$ cat src/rtl/instr_fetch_unit_pkg.sv
// instr_fetch_unit_pkg: shared constants for the fetch unit and the control unit's opcode field.
// Holds instruction width, program depth, NOP encoding, address/length widths and FSM state codes.
package instr_fetch_unit_pkg;
    localparam int IFU_IW    = 8;
    localparam int IFU_DEPTH = 16;
    localparam int IFU_AW    = 4;
    localparam int IFU_LW    = 5;
    localparam logic [IFU_IW-1:0] IFU_NOP = 8'h00;

    typedef logic [IFU_IW-1:0] instr_t;

    localparam logic [1:0] ST_EMPTY = 2'd0;
    localparam logic [1:0] ST_LOAD  = 2'd1;
    localparam logic [1:0] ST_RUN   = 2'd2;
endpackage

$ cat src/rtl/instr_fetch_unit_if.sv
// instr_fetch_unit_if: load and fetch handshake bundle between the control unit and the fetch unit.
// slave  (fetch unit): in load_en/load_valid/load_data/fetch_req/fetch_addr,
//                      out load_ready/load_done/prog_len/instr/instr_valid/fetch_err.
// master (control unit / bench): the mirror image.
interface instr_fetch_unit_if
    import instr_fetch_unit_pkg::*;
#(
    parameter int IW = IFU_IW
) ();
    logic              load_en;
    logic              load_valid;
    logic [IW-1:0]     load_data;
    logic              load_ready;
    logic              load_done;
    logic [IFU_LW-1:0] prog_len;
    logic              fetch_req;
    logic [IFU_AW-1:0] fetch_addr;
    logic [IW-1:0]     instr;
    logic              instr_valid;
    logic              fetch_err;

    modport slave (
        input  load_en, load_valid, load_data, fetch_req, fetch_addr,
        output load_ready, load_done, prog_len, instr, instr_valid, fetch_err
    );

    modport master (
        output load_en, load_valid, load_data, fetch_req, fetch_addr,
        input  load_ready, load_done, prog_len, instr, instr_valid, fetch_err
    );
endinterface

$ cat src/rtl/instr_fetch_unit_prog_mem.sv
// instr_fetch_unit_prog_mem: DEPTH x IW register file, one write port, one synchronous read port.
// Ports: clk, we_i/waddr_i/wdata_i (write), re_i/raddr_i (read request), rdata_o (held until next read).
// Contents are intentionally not reset.
module instr_fetch_unit_prog_mem
    import instr_fetch_unit_pkg::*;
#(
    parameter int DEPTH = IFU_DEPTH,
    parameter int IW    = IFU_IW
) (
    input  logic              clk,
    input  logic              we_i,
    input  logic [IFU_AW-1:0] waddr_i,
    input  logic [IW-1:0]     wdata_i,
    input  logic              re_i,
    input  logic [IFU_AW-1:0] raddr_i,
    output logic [IW-1:0]     rdata_o
);
    logic [IW-1:0] mem_q [DEPTH];
    logic [IW-1:0] rdata_q;

    always_ff @(posedge clk) begin
        if (we_i) mem_q[waddr_i] <= wdata_i;
        if (re_i) rdata_q <= mem_q[raddr_i];
    end

    assign rdata_o = rdata_q;
endmodule

$ cat src/rtl/instr_fetch_unit.sv
// instr_fetch_unit: loads a program into a small memory, then serves single-cycle-latency fetches.
// Ports: clk, rst_n (async, active-low), bus (instr_fetch_unit_if.slave) carrying the load
// handshake (load_en/valid/data/ready/done, prog_len) and the fetch path (fetch_req/addr,
// instr/instr_valid/fetch_err).
module instr_fetch_unit
    import instr_fetch_unit_pkg::*;
#(
    parameter int             DEPTH     = IFU_DEPTH,
    parameter int             IW        = IFU_IW,
    parameter logic [IW-1:0]  NOP_INSTR = IFU_NOP
) (
    input  logic                clk,
    input  logic                rst_n,
    instr_fetch_unit_if.slave   bus
);
    localparam logic [IFU_LW-1:0] DEPTH_L = IFU_LW'(DEPTH);

    logic [1:0]        state_q, state_d;
    logic [IFU_LW-1:0] wptr_q, wptr_d, prog_len_q, prog_len_d;
    logic              load_done_q, valid_q, fault_q;
    logic              in_load, closing, we, hit;
    logic [IW-1:0]     rdata;

    assign in_load = state_q == ST_LOAD;
    // Ready only while the session is still open, so a word is never offered on the closing cycle.
    assign bus.load_ready = in_load && bus.load_en && (wptr_q < DEPTH_L);
    assign we      = bus.load_ready && bus.load_valid;
    assign closing = in_load && !bus.load_en;
    // A load request in RUN takes priority, so a fetch in the same cycle faults.
    assign hit = (state_q == ST_RUN) && !bus.load_en && ({1'b0, bus.fetch_addr} < prog_len_q);

    always_comb begin
        state_d    = state_q;
        wptr_d     = wptr_q;
        prog_len_d = prog_len_q;
        if (bus.load_en && !in_load) begin
            state_d = ST_LOAD;
            wptr_d  = '0;
        end else if (we) begin
            wptr_d = wptr_q + 1'b1;
        end else if (closing) begin
            prog_len_d = wptr_q;
            state_d    = (wptr_q != '0) ? ST_RUN : ST_EMPTY;
        end
    end

    always_ff @(posedge clk or negedge rst_n) begin
        if (!rst_n) begin
            state_q     <= ST_EMPTY;
            wptr_q      <= '0;
            prog_len_q  <= '0;
            load_done_q <= 1'b0;
            valid_q     <= 1'b0;
            fault_q     <= 1'b1;
        end else begin
            state_q     <= state_d;
            wptr_q      <= wptr_d;
            prog_len_q  <= prog_len_d;
            load_done_q <= closing;
            valid_q     <= bus.fetch_req;
            if (bus.fetch_req) fault_q <= !hit;
        end
    end

    instr_fetch_unit_prog_mem #(.DEPTH(DEPTH), .IW(IW)) u_mem (
        .clk     (clk),
        .we_i    (we),
        .waddr_i (wptr_q[IFU_AW-1:0]),
        .wdata_i (bus.load_data),
        .re_i    (bus.fetch_req),
        .raddr_i (bus.fetch_addr),
        .rdata_o (rdata)
    );

    // fault_q starts at 1 so the unreset memory output is masked to NOP after reset.
    assign bus.instr       = fault_q ? NOP_INSTR : rdata;
    assign bus.instr_valid = valid_q;
    assign bus.fetch_err   = valid_q && fault_q;
    assign bus.load_done   = load_done_q;
    assign bus.prog_len    = prog_len_q;
endmodule

$ cat src/flat_wrapper.sv
// flat-port wrapper written by rule: the top's interface ports become plain ports
module instr_fetch_unit_flat import instr_fetch_unit_pkg::*;
#(
    parameter int             DEPTH     = IFU_DEPTH,
    parameter int             IW        = IFU_IW,
    parameter logic [IW-1:0]  NOP_INSTR = IFU_NOP
)
  (clk, rst_n, bus_load_en, bus_load_valid, bus_load_data, bus_fetch_req, bus_fetch_addr, bus_load_ready, bus_load_done, bus_prog_len, bus_instr, bus_instr_valid, bus_fetch_err);
  instr_fetch_unit_if #(.IW(IW)) bus_i ();
  input  logic clk;
  input  logic rst_n;
  input wire logic [$bits(bus_i.load_en)-1:0] bus_load_en;
  input wire logic [$bits(bus_i.load_valid)-1:0] bus_load_valid;
  input wire logic [$bits(bus_i.load_data)-1:0] bus_load_data;
  input wire logic [$bits(bus_i.fetch_req)-1:0] bus_fetch_req;
  input wire logic [$bits(bus_i.fetch_addr)-1:0] bus_fetch_addr;
  output wire logic [$bits(bus_i.load_ready)-1:0] bus_load_ready;
  output wire logic [$bits(bus_i.load_done)-1:0] bus_load_done;
  output wire logic [$bits(bus_i.prog_len)-1:0] bus_prog_len;
  output wire logic [$bits(bus_i.instr)-1:0] bus_instr;
  output wire logic [$bits(bus_i.instr_valid)-1:0] bus_instr_valid;
  output wire logic [$bits(bus_i.fetch_err)-1:0] bus_fetch_err;
  assign bus_i.load_en = bus_load_en;
  assign bus_i.load_valid = bus_load_valid;
  assign bus_i.load_data = bus_load_data;
  assign bus_i.fetch_req = bus_fetch_req;
  assign bus_i.fetch_addr = bus_fetch_addr;
  assign bus_load_ready = bus_i.load_ready;
  assign bus_load_done = bus_i.load_done;
  assign bus_prog_len = bus_i.prog_len;
  assign bus_instr = bus_i.instr;
  assign bus_instr_valid = bus_i.instr_valid;
  assign bus_fetch_err = bus_i.fetch_err;
  instr_fetch_unit #(.DEPTH(DEPTH), .IW(IW), .NOP_INSTR(NOP_INSTR)) u_core (.clk(clk), .rst_n(rst_n), .bus(bus_i));
endmodule
$ cat config.mk
export PLATFORM = sky130hd
export DESIGN_NAME = instr_fetch_unit_flat
export DESIGN_NICKNAME = d
export VERILOG_FILES = /design/src/rtl/instr_fetch_unit_pkg.sv /design/src/rtl/instr_fetch_unit_if.sv /design/src/rtl/instr_fetch_unit_prog_mem.sv /design/src/rtl/instr_fetch_unit.sv /design/src/flat_wrapper.sv
export SDC_FILE = /design/constraint.sdc
export NUM_CORES = 1
export LEC_CHECK = 0
export BUFFER_PORTS_ARGS = -buffer_cell sky130_fd_sc_hd__buf_2
export CAP_MARGIN = 20
export CORE_MARGIN = 5
export CORE_UTILIZATION = 50
export DETAILED_ROUTE_END_ITERATION = 8
export PLACE_DENSITY = 0.66
export SETUP_SLACK_MARGIN = 0.15
export SLEW_MARGIN = 20
export SYNTH_ARGS = -nofsm -noshare
export SYNTH_HDL_FRONTEND = slang
export SYNTH_HIERARCHICAL = 1
export SYNTH_SLANG_ARGS = --single-unit
$ cat constraint.sdc
create_clock -name clk -period 7.7 [get_ports clk]
set_clock_uncertainty 0.2 [all_clocks]
set_input_delay 0.77 -clock clk [delete_from_list [all_inputs] [get_ports clk]]
set_output_delay 0.77 -clock clk [all_outputs]
set_load 0.03 [all_outputs]
==> results of run 1 <==
-- worst reg2reg max path, delay by kind of cell (launching register included) --
kind                       cells  cell delay (ps)
DFF                            1              400
and+or+nand+nor                4             1530
buffers and inverters          1              190
adders and majority gates      1              250
-- power breakdown --
part	internal (mW)	switching [mW]	total [mW]	leakage, nW
clock	0.440	0.304	0.744	0.249
combinational	0.0563	0.0929	0.149	0.752
sequential	0.917	0.0168	0.934	1.43
total	1.41	0.413	1.83	2.43
-- per-stage QoR --
| step | setup WS, ps | utilization [%] | hold slack (ps) |
|---|---|---|---|
| detailed placement | 4290 | 53.3 | 319 |
| global route | 4630 | 57.8 | 75.4 |
| global placement | 4350 | 53.2 | 319 |
| floorplan | 4800 | - | 274 |
| finish | 4750 | 57.8 | 60.8 |
| CTS | 4530 | 57.8 | 55.6 |
-- registers in the layout, indices dropped and copies added (netlist names) --
| register | flops |
|---|---|
| u_core/bus.instr_valid | 1 |
| u_core/bus.load_done | 1 |
| u_core/bus.prog_len | 5 |
| u_core/fault_q | 1 |
| u_core/state_q | 2 |
| u_core/u_mem/mem_q | 128 |
| u_core/u_mem/rdata_o | 8 |
| u_core/wptr_q | 5 |
-- path summary, 6_finish.rpt --
check / cells after the start / startpoint / slack [ps] / end
max: 6 / u_core/state_q[1] / 4750 / u_core/u_mem/mem_q[3][6]
min: 1 / rst_n / 60 / u_core/bus.prog_len[0]
max reg2reg: 6 / u_core/state_q[1] / 4750 / u_core/u_mem/mem_q[3][6]
min reg2reg: 2 / u_core/state_q[0] / 320 / u_core/state_q[0]
max in group asynchronous: 1 / rst_n / 6940 / u_core/fault_q
min in group clk: 2 / u_core/state_q[0] / 320 / u_core/state_q[0]
-- layer usage --
metal  vias to the layer above  wire length [µm]  global-route usage (%)  part of all wire [%]
met2                       100              5700                    26.8                    49
li1                       1353                 -                       -                     -
met4                         0               138                    5.10                   1.2
met1                      1585              4930                    24.0                    43
met3                        12               754                    4.58                   6.5
met5                         -                 0                       0                     0
-- kinds of logic after synthesis --
family                   Yosys count
flip-flops                       151
AND/OR/NAND/NOR                   62
multiplexers                      37
AO/OA/AOI/OAI                     31
buffers and inverters             22
adder cells (fa/ha/maj)            8
-- cell usage after synthesis, types with 3 or more instances --
master / count / area [µm²]
a21oi_1: 4 / 20.0
a22oi_1: 16 / 120
buf_2: 3 / 15.0
buf_6: 3 / 33.8
clkdlybuf4s25_2: 3 / 30.0
dfrtp_1: 14 / 350
edfxtp_1: 136 / 4080
ha_1: 8 / 100
inv_1: 10 / 37.5
mux2_2: 4 / 45.0
mux4_1: 14 / 368
mux4_2: 18 / 405
nand2_1: 13 / 48.8
nand2b_1: 3 / 18.8
nor2_1: 14 / 52.6
nor2b_1: 11 / 68.8
nor3_1: 4 / 20.0
o21ai_0: 5 / 25.0
-- final cells by class --
type / instances / area [µm²]
clock inverters: 13 / 108
well taps: 147 / 184
inverters: 11 / 41.3
flip-flops and latches: 151 / 4460
fillers: 906 / 5040
multi-input cells: 138 / 1500
clock buffers: 19 / 433
repair buffers: 37 / 193
==> impl_metrics.json, run 1 <==
{
  "clk_pin_slew_worst_paths_ps": 60,
  "synth_fa_ha_area_share_pct": 1.65,
  "start_util_pct": 50.9,
  "synthXorXnorAreaFrac_pct": 0,
  "path_cells": "nor2b_1 > ha_1 > nand3b_4 > inv_2 > or3b_2 > nor2_1",
  "wl_per_cell_um": 22.3,
  "htree_levels": 4,
  "grt_overflow_total": 0,
  "grt_max_degree": 34,
  "core-area_um2": 12000,
  "worst_setup_path_end_kind": "flop",
  "rsz0062_at_grt": "false",
  "p_leak_nw": 2.43,
  "ios": 34,
  "critPathSlowestCell": "nor2_1",
  "cts_sinks": 151,
  "synth_compound_area_share_pct": 3.45,
  "cts_buffers": 17,
  "tightest_slew_ps": 866,
  "chipHeight_um": 120,
  "die_w_um": 120,
  "fmax_mhz": 339,
  "total_power_mw": 1.83,
  "syn_to_final_growth_pct": 13.7,
  "viasPerCell": 5.91,
  "status": "completed",
  "cts.repair.resized": 0,
  "fin_crit_ps": 2950,
  "place_hpwl_um": 7400,
  "dieArea_um2": 14500,
  "root_buffer": "clkbuf_16",
  "gp_congestion": 0.753,
  "layout_commonest_cell": "edfxtp_1",
  "synth_top_family_by_area": "multiplexers",
  "criticalPathCategory": "reg2reg",
  "synth_seq_area_share_pct": 73.3,
  "async_flop_share_pct": 9.93,
  "instances_no_fill": 516,
  "synth_seq_cells": 151,
  "dr.pass1.iters": 4,
  "start_kind": "flop",
  "nNetsFinal": 381,
  "place_inst": 484,
  "io_buffers": 33,
  "final_area_um2": 6920,
  "dpl_cell_area_um2": 6370,
  "fin_crit_sh_pct": 38.3,
  "ctsHoldBuffers": 0,
  "power_density_nw_per_um2": 264,
  "synth_simple_gate_area_share_pct": 5.82,
  "synthMuxAreaShare_pct": 13.6,
  "cp.buffers_inverters": 1,
  "cts_setup_buffers": 0,
  "layout-drive-gt1-share_pct": 25.7,
  "insertion_delay_ps": 410,
  "slew_viol_final": 0,
  "grt_pass1_vias": 3034,
  "ys.flop_type": "edfxtp_1",
  "avgSynthCellArea_um2": 19.6,
  "antenna_cells": 0,
  "relSlewSlack_pct": 42.3,
  "grt_use_total_pct": 17.2,
  "clk_path_buf_depth": 2,
  "cp_slowest_stage_delay_ps": 640,
  "cp.arrival_ps": 2780,
  "synth_edf_count": 136,
  "setup_violations": 0,
  "tritoncts": "built",
  "cpLargestDelayFamily": "simple AND/OR/NAND/NOR gates",
  "antenna_found_initial": 0,
  "synthesis.area_um2": 6080,
  "wl_um": 11500,
  "rows": 40,
  "setup_tns_ps": 0,
  "num_vias": 3050,
  "synth_cells": 311,
  "cp_max_fo": 10,
  "drc_errors": 0,
  "ir_drop_mv": 0.150,
  "grt_pass1_wl_um": 17900,
  "ant_nets": 0,
  "required_ps": 7540,
  "syn-num-nets": 336,
  "hold_path.class": "in2async",
  "ys_types": 42,
  "yosysWarnings": 6,
  "hold_viol": 0,
  "maxCapViolCount": 0,
  "mostFrequentLayoutCells": "136 x edfxtp_1, 34 x buf_2, 18 x mux4_2",
  "drtIter0Drc": 260
}
(Power assumes the default switching activity.)
==> run 2, diff against run 1 <==
- PLACE_DENSITY: 0.66 -> 0.69
- clock period: 7.7 -> 2.6 ns (I/O delays scaled with it)
==> run 2 against run 1 <==
- total power rose to 3.1 times the previous value
- routed wire length up 1.8%
- combinational power rose to 3.2 times the previous value
- hold slack worse by 10 ps
- final area up 3.6%
- global-route usage up 0.14 points
- via count up 1.1%
- critical path type unchanged
- largest power group unchanged
==> impl_metrics.json, run 2 (synthesis results as in run 1) <==
{
  "dr.pass1.iters": 4,
  "switching_share_pct": 21.7,
  "num_vias": 3084,
  "intPower_mw": 4.50,
  "hold_end": "u_core/u_mem/mem_q[13][3]",
  "ios": 34,
  "criticalPathCategory": "reg2reg",
  "setup_tns_ps": 0,
  "syn_to_final_growth_pct": 17.8,
  "layout-drive-gt1-share_pct": 29.4,
  "antenna_cells": 0,
  "place_hpwl_um": 7490,
  "r2r-start": "u_core/state_q[1]",
  "clk_path_buf_depth": 2,
  "io_buffers": 33,
  "cts_sinks": 151,
  "root_buffer": "clkbuf_16",
  "fillers": 879,
  "total_power_mw": 5.75,
  "core-area_um2": 12000,
  "grt_pass1_wl_um": 18100,
  "grt_pass1_vias": 3124,
  "chipHeight_um": 120,
  "layout_commonest_cell": "edfxtp_1",
  "cp_max_fo": 10,
  "top_register": "u_core/u_mem/mem_q",
  "tightest_slew_ps": 538,
  "ff_latch_area_um2": 4460,
  "die_w_um": 120,
  "fin_crit_sh_pct": 88.1,
  "start_kind": "flop",
  "antenna_found_initial": 0,
  "wl_per_cell_um": 21.9,
  "start_util_pct": 50.9,
  "power_density_nw_per_um2": 802,
  "relSlewSlack_pct": 64.0,
  "cts_buffers": 17,
  "r2r_cells": 7,
  "tritoncts": "built",
  "fmax_mhz": 437,
  "p_seq_share_pct": 48.2,
  "worstReg2RegEnd": "u_core/u_mem/mem_q[0][1]",
  "rrSetupSlack_ps": 310,
  "insertion_delay_ps": 400,
  "cp.arrival_ps": 2210,
  "hold_path.class": "in2reg",
  "ir_drop_mv": 0.334,
  "gp_congestion": 0.802,
  "p_switching_mw": 1.25,
  "mostFrequentLayoutCells": "136 x edfxtp_1, 33 x buf_2, 19 x buf_4",
  "drtIter0Drc": 300,
  "fin_crit_ps": 2290,
  "hold_viol": 0,
  "required_ps": 2520,
  "grt_use_total_pct": 17.3,
  "combinationalPowerShare_pct": 8.2,
  "slew_viol_final": 0,
  "drc_errors": 0,
  "wl_um": 11700,
  "min_path_cells": 1,
  "clk_pin_slew_worst_paths_ps": 60,
  "largest_register_ffs": 128,
  "ant_nets": 0,
  "rows": 40,
  "status": "completed",
  "setup_violations": 0,
  "worst_setup_path_end_kind": "flop",
  "htree_levels": 4,
  "rsz0062_at_grt": "false",
  "viasPerCell": 5.76,
  "grt_max_degree": 34,
  "maxCapViolCount": 0,
  "grt_overflow_total": 0,
  "p_leak_nw": 2.57,
  "p_clk_share_pct": 43.6,
  "multi_input_area_um2": 1510,
  "dieArea_um2": 14500,
  "worstHoldStart": "bus_load_data[3]",
  "fin_hold_ws_ps": 50.6,
  "nNetsFinal": 400
}
[run 2: cell count changes in the layout (fill, tap and decap cells not counted), moves of 2 or more]
cell | before | now
clkinv_2 | 4 | 2
buf_4 | 3 | 19
dlygate4sd3_1 | 0 | 2
bufinv_16 | 1 | 4
[run 2: timing repair]
| item | in CTS | in global routing |
|---|---|---|
| setup endpoints to repair | 32 | 24 |
| resized for setup | 3 | 3 |
| endpoints found under the hold margin | 16 | 0 |
| buffers inserted | 0 | 2 |
| hold buffers | 2 | 0 |
[run 2: how the worst max path moves through the flow]
stage                      start                        to  slack, ps  cells past startpoint
2_1_floorplan  u_core/state_q[1]  u_core/u_mem/mem_q[2][0]        100                      6
3_3_place_gp   u_core/state_q[1]  u_core/u_mem/mem_q[0][2]        170                      7
3_5_place_dp   u_core/state_q[1]  u_core/u_mem/mem_q[0][7]        110                      7
4_1_cts        u_core/state_q[1]  u_core/u_mem/mem_q[0][1]        200                      7
5_1_grt        u_core/state_q[1]  u_core/u_mem/mem_q[0][1]        210                      7
6_report       u_core/state_q[1]  u_core/u_mem/mem_q[0][1]        310                      7
[run 2: critical path: stages (launching register included)]
cell      delay, ps
dfrtp_1         410
nor2b_2         160
ha_2            220
nand3b_4        150
inv_6           130
or3b_4          410
nor3_2          140
buf_6           170
[run 2: power groups by stage]
| stage | clock network, mW | registers (mW) | logic, mW |
|---|---|---|---|
| 2_1_floorplan | 0 | 2.83 | 0.285 |
| 3_3_place_gp | 0 | 2.81 | 0.443 |
| 3_5_place_dp | 0 | 2.82 | 0.456 |
| 4_1_cts | 2.55 | 2.77 | 0.467 |
| 5_1_grt | 2.69 | 2.78 | 0.518 |
| 6_report | 2.51 | 2.77 | 0.473 |
[run 2: routing by layer]
metal  GRT usage (%)  share of wire [%]  up-vias
li1                -                  -     1393
met1            24.0                 44     1578
met2            26.8                 50      107
met3            4.30                5.8        6
met4            6.52                1.1        0
met5               0                  0        -
[run 2: cell type report]
type / instances / area share (%)
Clock inverter: 13 / 2.51
Inverter: 11 / 0.646
Sequential cell: 151 / 62.2
Timing Repair Buffer: 56 / 5.01
Tap cell: 147 / 2.57
Multi-Input combinational cell: 138 / 21.0
Clock buffer: 19 / 6.04
[run 2: stage by stage]
| step | util, % | worst slack [ps] | area, µm² | instances |
|---|---|---|---|---|
| CTS | 59.7 | 197 | 7140 | 533 |
| finish | 59.9 | 310 | 7170 | 535 |
| floorplan | - | 99.9 | 6090 | 311 |
| global route | 59.9 | 214 | 7170 | 535 |
| global placement | 54.4 | 170 | 6500 | 499 |
| detailed placement | 54.4 | 109 | 6500 | 499 |
==> run 3, diff against run 2 <==
- ABC_AREA: not set -> 1
- MAX_ROUTING_LAYER: not set -> met4
==> run 3 against run 2 <==
- worst setup slack gained 52 ps
- register-to-register slack gained 50 ps
- sequential cell count is the same
- non-clock buffer count is the same
- first-iteration DRC count grew 73%
- maximum frequency grew 2.3%
- die area grew 10%
- final area grew 8.0%
- routed wire length grew 31%
==> impl_metrics.json, run 3 <==
{
  "status": "completed",
  "fin_crit_sh_pct": 86.1,
  "p_leak_nw": 3.50,
  "ant_nets": 0,
  "synth.area.top_cells": "edfxtp_1 60%, nand2_1 11%, nand3_1 7.6%",
  "rows": 42,
  "slew_viol_final": 0,
  "gp_congestion": 0.929,
  "dieArea_um2": 16000,
  "layout-drive-gt1-share_pct": 11.8,
  "r2r_cells": 7,
  "cp_slowest_stage_delay_ps": 380,
  "top_register": "u_core/u_mem/mem_q",
  "fmax_mhz": 447,
  "grt_pass1_vias": 4429,
  "cts.repair.resized": 0,
  "insertion_delay_ps": 420,
  "root_buffer": "clkbuf_16",
  "relSlewSlack_pct": 62.4,
  "grt_overflow_total": 0,
  "dr.pass1.iters": 5,
  "mostFrequentLayoutCells": "199 x nand2_1, 136 x edfxtp_1, 130 x inv_1",
  "cts_setup_buffers": 0,
  "instances_no_fill": 914,
  "htree_levels": 4,
  "worst_setup_path_end_kind": "flop",
  "core-area_um2": 13200,
  "rsz0062_at_grt": "false",
  "cp_max_fo": 8,
  "cp-endpoint": "u_core/u_mem/mem_q[6][2]",
  "async_flop_share_pct": 9.93,
  "viasPerCell": 5.12,
  "tightest_slew_ps": 563,
  "avgSynthCellArea_um2": 10.0,
  "ir_drop_mv": 0.559,
  "syn-num-nets": 700,
  "start_util_pct": 51.1,
  "worstReg2RegEnd": "u_core/u_mem/mem_q[6][2]",
  "start_kind": "flop",
  "hold_path.class": "in2reg",
  "rrSetupSlack_ps": 360,
  "synthMostInstantiatedCell": "nand2_1",
  "clk_path_buf_depth": 2,
  "fin_crit_ps": 2240,
  "grt_pass1_wl_um": 23500,
  "clk_pin_slew_worst_paths_ps": 50,
  "chipHeight_um": 126,
  "r2r-start": "u_core/state_q[1]",
  "ios": 34,
  "die_w_um": 126,
  "critPathSlowestCell": "dfrtp_1",
  "num_vias": 4683,
  "criticalPathCategory": "reg2reg",
  "antenna_cells": 0,
  "setup_violations": 0,
  "grt_use_total_pct": 20.6,
  "post-route-util_pct": 58.5,
  "synth_cells": 675,
  "synth_edf_count": 136,
  "place_inst": 880,
  "grt_max_degree": 34,
  "syn_to_final_growth_pct": 14.4,
  "largest_register_ffs": 128,
  "crit_start": "u_core/state_q[1]",
  "cp.arrival_ps": 2170,
  "synthesis.area_um2": 6770,
  "cts_sinks": 151,
  "cts_buffers": 17,
  "drtIter0Drc": 520,
  "required_ps": 2530,
  "yosysWarnings": 6,
  "cpLargestDelayFamily": "simple AND/OR/NAND/NOR gates",
  "worstHoldStart": "bus_load_valid",
  "maxCapViolCount": 0,
  "place_hpwl_um": 9980,
  "path_depth": 7,
  "synthTopCellsByCount": "199 x nand2_1, 136 x edfxtp_1, 130 x inv_1",
  "synth_top_area_share_pct": 60.3,
  "ys.flop_type": "edfxtp_1",
  "crit_top_cell": "nor2_1",
  "tritoncts": "built",
  "wl_um": 15300,
  "wl_per_cell_um": 16.8,
  "ctsHoldBuffers": 2,
  "nNetsFinal": 750,
  "hold_viol": 0,
  "ys_types": 22,
  "path_cells": "nor2_1 > ha_1 > nand3_4 > inv_1 > nand3b_1 > nor2_1 > buf_4",
  "synth_seq_area_share_pct": 65.9,
  "fillers": 1121,
  "synth_area_leader_cell": "edfxtp_1",
  "synth_seq_cells": 151,
  "cp.buffers_inverters": 2,
  "io_buffers": 33,
  "power_density_nw_per_um2": 749,
  "layout_commonest_cell": "nand2_1",
  "drc_errors": 0,
  "setup_tns_ps": 0,
  "antenna_found_initial": 0
}
[run 3: logic make-up (layout without fill, tap and decap cells)]
group	Yosys count	count (layout)	share of synthesized area, %
adder cells (fa/ha/maj)	8	8	1.48
AND/OR/NAND/NOR	347	347	21.9
buffers and inverters	158	221	9.89
AO/OA/AOI/OAI	11	11	0.813
flip-flops	151	151	65.9
[run 3: routing by layer]
metal,up-vias,part of all wire (%),GRT usage (%)
met1,2184,42,26.2
met3,37,7.8,4.20
met5,-,0,-
li1,2255,-,-
met4,0,2.8,8.64
met2,207,48,32.3
[run 3: cell type report]
| class | count | area (µm²) | share of cell area [%] |
|---|---|---|---|
| Inverter | 133 | 499 | 6.45 |
| Sequential cell | 151 | 4460 | 57.6 |
| Clock inverter | 12 | 134 | 1.73 |
| Timing Repair Buffer | 56 | 355 | 4.59 |
| Multi-Input combinational cell | 366 | 1640 | 21.2 |
| Clock buffer | 20 | 437 | 5.64 |
| Tap cell | 176 | 220 | 2.84 |
[run 3: how the worst min path moves through the flow]
stage	endpoint	depth (start not counted)	slack (ps)
global placement	u_core/bus.instr_valid	1	-20
global route	u_core/wptr_q[3]	4	50
finish	u_core/wptr_q[3]	4	40
floorplan	u_core/bus.instr_valid	0	-240
detailed placement	u_core/bus.instr_valid	1	-10
CTS	u_core/wptr_q[3]	4	20
[run 3: where the power goes]
part	switching [mW]	internal [mW]	leakage [nW]	total [mW]
clock network	0.880	1.49	0.280	2.37
registers	0.0462	2.73	1.43	2.77
logic	0.480	0.177	1.79	0.658
[run 3: through the flow]
step | hold slack [ps] | instance area (µm²) | worst slack (ps) | power, mW
floorplan | -236 | 6770 | 512 | 3.24
detailed placement | -14.3 | 7150 | 372 | 3.47
global placement | -17.7 | 7150 | 459 | 3.46
CTS | 24.1 | 7740 | 367 | 5.83
global route | 52.7 | 7740 | 226 | 6.02
finish | 40.4 | 7740 | 362 | 5.80
[run 3: worst min-delay path, delay by kind of cell]
kind | cells | cell delay (ps)
buffers and inverters | 1 | 110
and+or+nand+nor | 3 | 240
